`src/rtl/btn_scan_sword.sv`:
```
// rtl/btn_scan_sword.sv - 5x4 key matrix scanner with per-key debounce and 4-entry press-event FIFO
module btn_scan_sword #(
  parameter int CLK_FREQ         = 10,
  parameter int SCAN_INTERVAL_US = 1000,
  parameter int DEBOUNCE_SCANS   = 4
) (
  input  logic        clk,
  input  logic        rst,
  output logic [4:0]  btn_x,
  input  logic [3:0]  btn_y,
  output logic [19:0] keys,
  output logic        key_valid,
  output logic [4:0]  key_code,
  input  logic        key_ack,
  output logic        overflow
);

  // Dwell length in cycles; the counter only has to reach DWELL-1.
  localparam int DWELL = CLK_FREQ * SCAN_INTERVAL_US;
  localparam int DW_W  = $clog2(DWELL);
  localparam logic [DW_W-1:0] DWELL_LAST = DW_W'(DWELL - 1);
  localparam logic [DW_W-1:0] DW_ONE     = DW_W'(1);
  localparam logic [3:0]      DEB_N      = 4'(DEBOUNCE_SCANS);

  typedef enum logic {
    ST_DWELL  = 1'b0,
    ST_UPDATE = 1'b1
  } state_t;

  // Synchronizer holds the inverted row sense, so 1 = pressed and reset (0) = released.
  logic [3:0]       y_meta_q, y_meta_d;
  logic [3:0]       y_sync_q, y_sync_d;

  // Scan state.
  state_t           state_q, state_d;
  logic [DW_W-1:0]  dwell_q, dwell_d;
  logic [2:0]       col_q, col_d;
  logic [1:0]       row_q, row_d;
  logic [3:0]       row_sample_q, row_sample_d;
  logic [4:0]       btn_x_q, btn_x_d;

  // Debounce state.
  logic [19:0]      keys_q, keys_d;
  logic [19:0][2:0] cnt_q, cnt_d;

  // Event FIFO.
  logic [3:0][4:0]  mem_q, mem_d;
  logic [1:0]       wr_q, wr_d;
  logic [1:0]       rd_q, rd_d;
  logic [2:0]       count_q, count_d;
  logic [4:0]       key_code_q, key_code_d;

  // Scan-to-FIFO handshake and helpers.
  logic             push_req;
  logic [4:0]       push_code;
  logic [4:0]       key_idx;
  logic             sample;
  logic [3:0]       cnt_inc;
  logic             pop;
  logic             full;
  logic             do_push;

  // Two-flop synchronizer for the asynchronous row inputs.
  always_comb begin
    y_meta_d = ~btn_y;
    y_sync_d = y_meta_q;
  end

  // Scan FSM: dwell on a column, then debounce its four keys one row per cycle.
  always_comb begin
    state_d      = state_q;
    dwell_d      = dwell_q;
    col_d        = col_q;
    row_d        = row_q;
    row_sample_d = row_sample_q;
    btn_x_d      = btn_x_q;
    keys_d       = keys_q;
    cnt_d        = cnt_q;
    push_req     = 1'b0;
    push_code    = 5'd0;
    // col*4+row is simply the concatenation of column and row.
    key_idx      = {col_q, row_q};
    sample       = row_sample_q[row_q];
    cnt_inc      = {1'b0, cnt_q[key_idx]} + 4'd1;

    case (state_q)
      ST_DWELL: begin
        if (dwell_q == DWELL_LAST) begin
          row_sample_d = y_sync_q;
          row_d        = 2'd0;
          state_d      = ST_UPDATE;
        end else begin
          dwell_d = dwell_q + DW_ONE;
        end
      end

      ST_UPDATE: begin
        if (sample == keys_q[key_idx]) begin
          cnt_d[key_idx] = 3'd0;
        end else if (cnt_inc < DEB_N) begin
          cnt_d[key_idx] = cnt_inc[2:0];
        end else begin
          keys_d[key_idx] = sample;
          cnt_d[key_idx]  = 3'd0;
          // Only presses are reported; releases just clear the key bit.
          if (sample) begin
            push_req  = 1'b1;
            push_code = key_idx;
          end
        end

        if (row_q == 2'd3) begin
          col_d   = (col_q == 3'd4) ? 3'd0 : col_q + 3'd1;
          btn_x_d = ~(5'b00001 << col_d);
          dwell_d = '0;
          row_d   = 2'd0;
          state_d = ST_DWELL;
        end else begin
          row_d = row_q + 2'd1;
        end
      end

      default: begin
        state_d = ST_DWELL;
      end
    endcase
  end

  // Event FIFO: one push (from the scanner) and one pop (key_ack) per cycle.
  always_comb begin
    mem_d    = mem_q;
    wr_d     = wr_q;
    rd_d     = rd_q;
    count_d  = count_q;
    pop      = key_ack && (count_q != 3'd0);
    full     = (count_q == 3'd4);
    // When full, a same-cycle pop frees the slot the push reuses.
    do_push  = push_req && (!full || pop);
    overflow = push_req && full && !pop;

    if (do_push) begin
      mem_d[wr_q] = push_code;
      wr_d        = wr_q + 2'd1;
    end
    if (pop) begin
      rd_d = rd_q + 2'd1;
    end

    case ({do_push, pop})
      2'b10:   count_d = count_q + 3'd1;
      2'b01:   count_d = count_q - 3'd1;
      default: count_d = count_q;
    endcase

    key_code_d = (count_d != 3'd0) ? mem_d[rd_d] : 5'd0;
  end

  // State registers; reset aborts any scan in progress and restarts at column 0.
  always_ff @(posedge clk or posedge rst) begin
    if (rst) begin
      y_meta_q     <= 4'd0;
      y_sync_q     <= 4'd0;
      state_q      <= ST_DWELL;
      dwell_q      <= '0;
      col_q        <= 3'd0;
      row_q        <= 2'd0;
      row_sample_q <= 4'd0;
      btn_x_q      <= 5'b11110;
      keys_q       <= 20'd0;
      cnt_q        <= '0;
      mem_q        <= '0;
      wr_q         <= 2'd0;
      rd_q         <= 2'd0;
      count_q      <= 3'd0;
      key_code_q   <= 5'd0;
    end else begin
      y_meta_q     <= y_meta_d;
      y_sync_q     <= y_sync_d;
      state_q      <= state_d;
      dwell_q      <= dwell_d;
      col_q        <= col_d;
      row_q        <= row_d;
      row_sample_q <= row_sample_d;
      btn_x_q      <= btn_x_d;
      keys_q       <= keys_d;
      cnt_q        <= cnt_d;
      mem_q        <= mem_d;
      wr_q         <= wr_d;
      rd_q         <= rd_d;
      count_q      <= count_d;
      key_code_q   <= key_code_d;
    end
  end

  assign btn_x     = btn_x_q;
  assign keys      = keys_q;
  assign key_valid = (count_q != 3'd0);
  assign key_code  = key_code_q;

endmodule

```
`config.mk`:
```
export PLATFORM = sky130hd
export DESIGN_NAME = btn_scan_sword
export DESIGN_NICKNAME = d
export VERILOG_FILES = /design/src/rtl/btn_scan_sword.sv
export SDC_FILE = /design/constraint.sdc
export NUM_CORES = 1
export LEC_CHECK = 0
export CAP_MARGIN = 20
export CORE_MARGIN = 1
export CORE_UTILIZATION = 25
export DETAILED_ROUTE_END_ITERATION = 8
export PLACE_DENSITY = 0.47
export SLEW_MARGIN = 20
export SYNTH_ARGS = -nofsm -noshare
export SYNTH_HDL_FRONTEND = slang
export SYNTH_SLANG_ARGS = --single-unit
```
`constraint.sdc`:
```
create_clock -name clk -period 13.9 [get_ports clk]
set_input_delay 2.085 -clock clk [delete_from_list [all_inputs] [get_ports clk]]
set_output_delay 2.085 -clock clk [all_outputs]
set_load 0.01 [all_outputs]
```
==> results.json <==
{
  "synthesis.area_per_instance_um2": 11.5,
  "routing_layer_with_the_top_usage_in_global_route": "met2",
  "netlist_cell_types": 54,
  "grt_antenna_before_repair": 0,
  "wl_per_cell_um": 17.2,
  "crit_path_cell_trace": "clkdlybuf4s50_1, or4b_2, nor4_1, clkdlybuf4s50_1",
  "numClockSinks": 149,
  "yosys_warnings": 0,
  "die_h_um": 171,
  "fp-row-count": 61,
  "drt_drc_violations_left": 0,
  "drt-initial-drc-count": 223,
  "synth_sequential_area_ratio_pct": 52.3,
  "tightest_slew_ns": 0.863,
  "fmax_mhz": 161,
  "totalWireLength_um": 17900,
  "critical-path-max-stage-delay_ns": 0.73,
  "synth_xor_area_share_pct": 1.72,
  "synth_mux_area_share_pct": 17.2,
  "timing.critical_path.to_type": "output pin",
  "finalCritPeriodShare_pct": 44.7,
  "async_flop_share_pct": 100,
  "ys_seq_elements": 149,
  "synth_adder_area_share_pct": 2.91,
  "place_hpwl_um": 12100,
  "critPathMaxFanout": 8,
  "cell_count_after_synthesis": 619,
  "synth_compound_gate_area_share_pct": 8.68,
  "detail-route-antenna-nets": 0,
  "grt_max_degree": 98,
  "min-delay-path-class": "reg2reg",
  "route.detailed.vias_per_inst": 4.56,
  "synth_edf_count": 0,
  "grt_use_total_pct": 13.4,
  "finClkSkew_ns": 0.00806,
  "cts.reportedPaths.clkPinSlew_ns": 0.06,
  "insertedDiodeCount": 0,
  "irDropWorstVdd_mv": 0.0723,
  "start_util_pct": 25.5,
  "cp_slowest_cell": "sky130_fd_sc_hd__or4b_2",
  "io-pin-count": 39,
  "synth_simple_gate_area_share_pct": 13.6,
  "cts_hold_repair.buffers": 0,
  "fin_setup_tns_ns": 0,
  "cts_tree": "built",
  "grt_pass1_vias": 5043,
  "areaGrowthSynthToFinish_pct": 17.7,
  "yosys_most_used_dff": "sky130_fd_sc_hd__dfrtp_1",
  "final_nets": 673,
  "run_status": "finished, final reports clean",
  "crit_path_start_kind": "input port",
  "maxCapViolCount": 0,
  "finalWorstPathRequiredPeriod_ns": 6.21,
  "insertion_delay_ns": 0.43,
  "drive_above_1_share_pct": 17.1,
  "grt_overflow_total": 0,
  "worst_path_most_repeated_cell": "sky130_fd_sc_hd__clkdlybuf4s50_1",
  "die_w_um": 171,
  "cp_data_arrival_time_ns": 4.12,
  "cpLargestDelayFamily": "buffers and inverters",
  "critical_path_class": "in2out",
  "post_cts_buffers": 0,
  "gr-usage-met3_pct": 2.80,
  "drtPass1Iterations": 4,
  "globalplace.congestion": 0.789,
  "report.final.slew_viol_count": 0,
  "ctsLongestPathBuffers": 2,
  "finish.cell_count_without_fillers": 1039,
  "globalRouteMet2Util_pct": 19.5,
  "power.density_mw_per_mm2": 121,
  "place_inst": 1009,
  "root_buffer": "sky130_fd_sc_hd__clkbuf_16",
  "hold_violations": 0,
  "synth_fp_nets": 642,
  "detailroute.via_count": 4733,
  "synth_top_family_by_area": "multiplexers",
  "rsz0062_at_grt": "false",
  "design.die.area_mm2": 0.0292,
  "io_buffer_count": 38,
  "required_ns": 11.81,
  "timing.max_slew.rel_slack_pct": 42.4,
  "critical_path_buf_inv_count": 2,
  "p_leak_uw": 0.00370,
  "grt_pass1_wl_um": 29200,
  "finalSetupViolations": 0,
  "gr_layer_usage_met1_pct": 19.0,
  "cts_repair_resize_count": 0,
  "synth.cell_area_mm2": 0.00713,
  "core_region_area_mm2": 0.0279,
  "cts_buf_count": 17,
  "reg2reg_setup_slack_ns": 8.38,
  "htree_num_levels": 4
}
[report_power, final]
part	internal [uW]	total (uW)	leakage, uW	switching (uW)
registers	448	455	0.00201	7.32
clock network	258	433	0.000260	175
logic	48.6	128	0.00143	79.3
[sequential cells by signal, summed over array words and instances, names as in the netlist, 3 cells and up]
register      count
btn_x             5
key_code          5
row_sample_q      4
dwell_q          14
keys             20
y_meta_q          4
mem_q            20
y_sync_q          4
cnt_q            60
col_q             3
count_q           3
[cells in the final DEF, fill, tap and decap left out, types with 3 or more instances in the layout]
cell type and instances:
sky130_fd_sc_hd__xor2_1 7, sky130_fd_sc_hd__ha_1 15, sky130_fd_sc_hd__o21ai_1 9, sky130_fd_sc_hd__mux4_2 5, sky130_fd_sc_hd__nand4_1 13, sky130_fd_sc_hd__and3_1 4, sky130_fd_sc_hd__buf_4 5, sky130_fd_sc_hd__xnor2_1 7
sky130_fd_sc_hd__o311ai_0 4, sky130_fd_sc_hd__o21ai_0 55, sky130_fd_sc_hd__a21oi_1 4, sky130_fd_sc_hd__mux2i_1 13, sky130_fd_sc_hd__mux2_2 66, sky130_fd_sc_hd__or3_1 6, sky130_fd_sc_hd__o32ai_1 8, sky130_fd_sc_hd__nor2b_1 18
sky130_fd_sc_hd__clkbuf_1 6, sky130_fd_sc_hd__clkdlybuf4s50_1 38, sky130_fd_sc_hd__clkbuf_8 3, sky130_fd_sc_hd__a22oi_1 4, sky130_fd_sc_hd__clkbuf_16 17, sky130_fd_sc_hd__a31oi_1 6, sky130_fd_sc_hd__dfstp_2 4, sky130_fd_sc_hd__and2_1 9
sky130_fd_sc_hd__dfrtp_1 145, sky130_fd_sc_hd__nor2_1 49, sky130_fd_sc_hd__nand3_1 20, sky130_fd_sc_hd__inv_1 21, sky130_fd_sc_hd__nand2b_1 5, sky130_fd_sc_hd__nor3_1 5, sky130_fd_sc_hd__nand2_1 51, sky130_fd_sc_hd__mux4_1 8
[routing by layer]
| layer | vias to the layer above | routed length [um] |
|---|---|---|
| li1 | 2265 | - |
| met1 | 2368 | 8800 |
| met2 | 81 | 7950 |
| met3 | 19 | 874 |
| met4 | 0 | 274 |
| met5 | - | 0 |
[Yosys cell counts, types with 2 or more instances]
library cell	number	area [um2]
sky130_fd_sc_hd__o32ai_1	8	70.1
sky130_fd_sc_hd__buf_4	4	30.0
sky130_fd_sc_hd__nand3_1	20	100
sky130_fd_sc_hd__inv_1	22	82.6
sky130_fd_sc_hd__nand2b_1	5	31.3
sky130_fd_sc_hd__mux4_2	5	113
sky130_fd_sc_hd__mux2i_1	13	130
sky130_fd_sc_hd__ha_1	15	188
sky130_fd_sc_hd__or3_1	6	37.5
sky130_fd_sc_hd__a31oi_1	6	37.5
sky130_fd_sc_hd__mux2_2	66	743
sky130_fd_sc_hd__nand4b_1	2	17.5
sky130_fd_sc_hd__mux2_4	2	30.0
sky130_fd_sc_hd__nor2b_1	18	113
sky130_fd_sc_hd__buf_6	2	22.5
sky130_fd_sc_hd__nand2_1	51	191
sky130_fd_sc_hd__o311ai_0	4	35.0
sky130_fd_sc_hd__nor4b_1	2	17.5
sky130_fd_sc_hd__a21oi_1	4	20.0
sky130_fd_sc_hd__a22oi_1	4	30.0
sky130_fd_sc_hd__dfrtp_1	145	3630
sky130_fd_sc_hd__buf_2	6	30.0
sky130_fd_sc_hd__xnor2_1	7	61.3
sky130_fd_sc_hd__nand4_1	13	81.3
sky130_fd_sc_hd__xor2_1	7	61.3
sky130_fd_sc_hd__nor3_1	5	25.0
sky130_fd_sc_hd__nor2_1	49	184
sky130_fd_sc_hd__o21ai_0	55	275
sky130_fd_sc_hd__clkbuf_1	18	67.6
sky130_fd_sc_hd__and2_1	9	56.3
sky130_fd_sc_hd__dfstp_2	4	105
sky130_fd_sc_hd__o21ai_1	9	45.0
sky130_fd_sc_hd__a22o_1	2	17.5
sky130_fd_sc_hd__mux4_1	8	210
sky130_fd_sc_hd__and3_1	4	25.0
[through the flow]
| step | total power, uW | worst slack, ns | utilization (%) | instance area, um2 | hold WS, ns |
|---|---|---|---|---|---|
| floorplan | 551 | 7.81 | - | 7130 | 0.331 |
| global placement | 592 | 7.79 | 28.1 | 7860 | 0.336 |
| detailed placement | 592 | 7.70 | 28.1 | 7860 | 0.335 |
| CTS | 1030 | 7.69 | 30.1 | 8400 | 0.349 |
| global route | 1060 | 7.60 | 30.1 | 8400 | 0.365 |
| finish | 1020 | 7.69 | 30.1 | 8400 | 0.347 |
[area by class of cell]
type,instances,area [um2]
clock buffer,26,489
inverter,22,87.6
sequential,149,3730
tap,378,473
fill,2929,19500
multi-input combinational,417,3150
clock inverter,4,47.5
timing repair buffer,43,418
[cells by family after synthesis]
group                      after synthesis
and+or+nand+nor                        193
DFF                                    149
AOI/OAI and AO/OA                      100
muxes                                   94
buffers and inverters                   53
adders and majority gates               16
xor gates and xnor gates                14
[final timing paths]
path	to	from	cells past startpoint
max in group asynchronous	mem_q[8]	rst	3
min reg2reg	y_sync_q[0]	y_meta_q[0]	0
max	overflow	key_ack	4
min	y_sync_q[0]	y_meta_q[0]	0
max reg2reg	key_code[3]	col_q[2]	17
min in group asynchronous	cnt_q[38]	rst	2
Power figures use the tool's default switching activity.
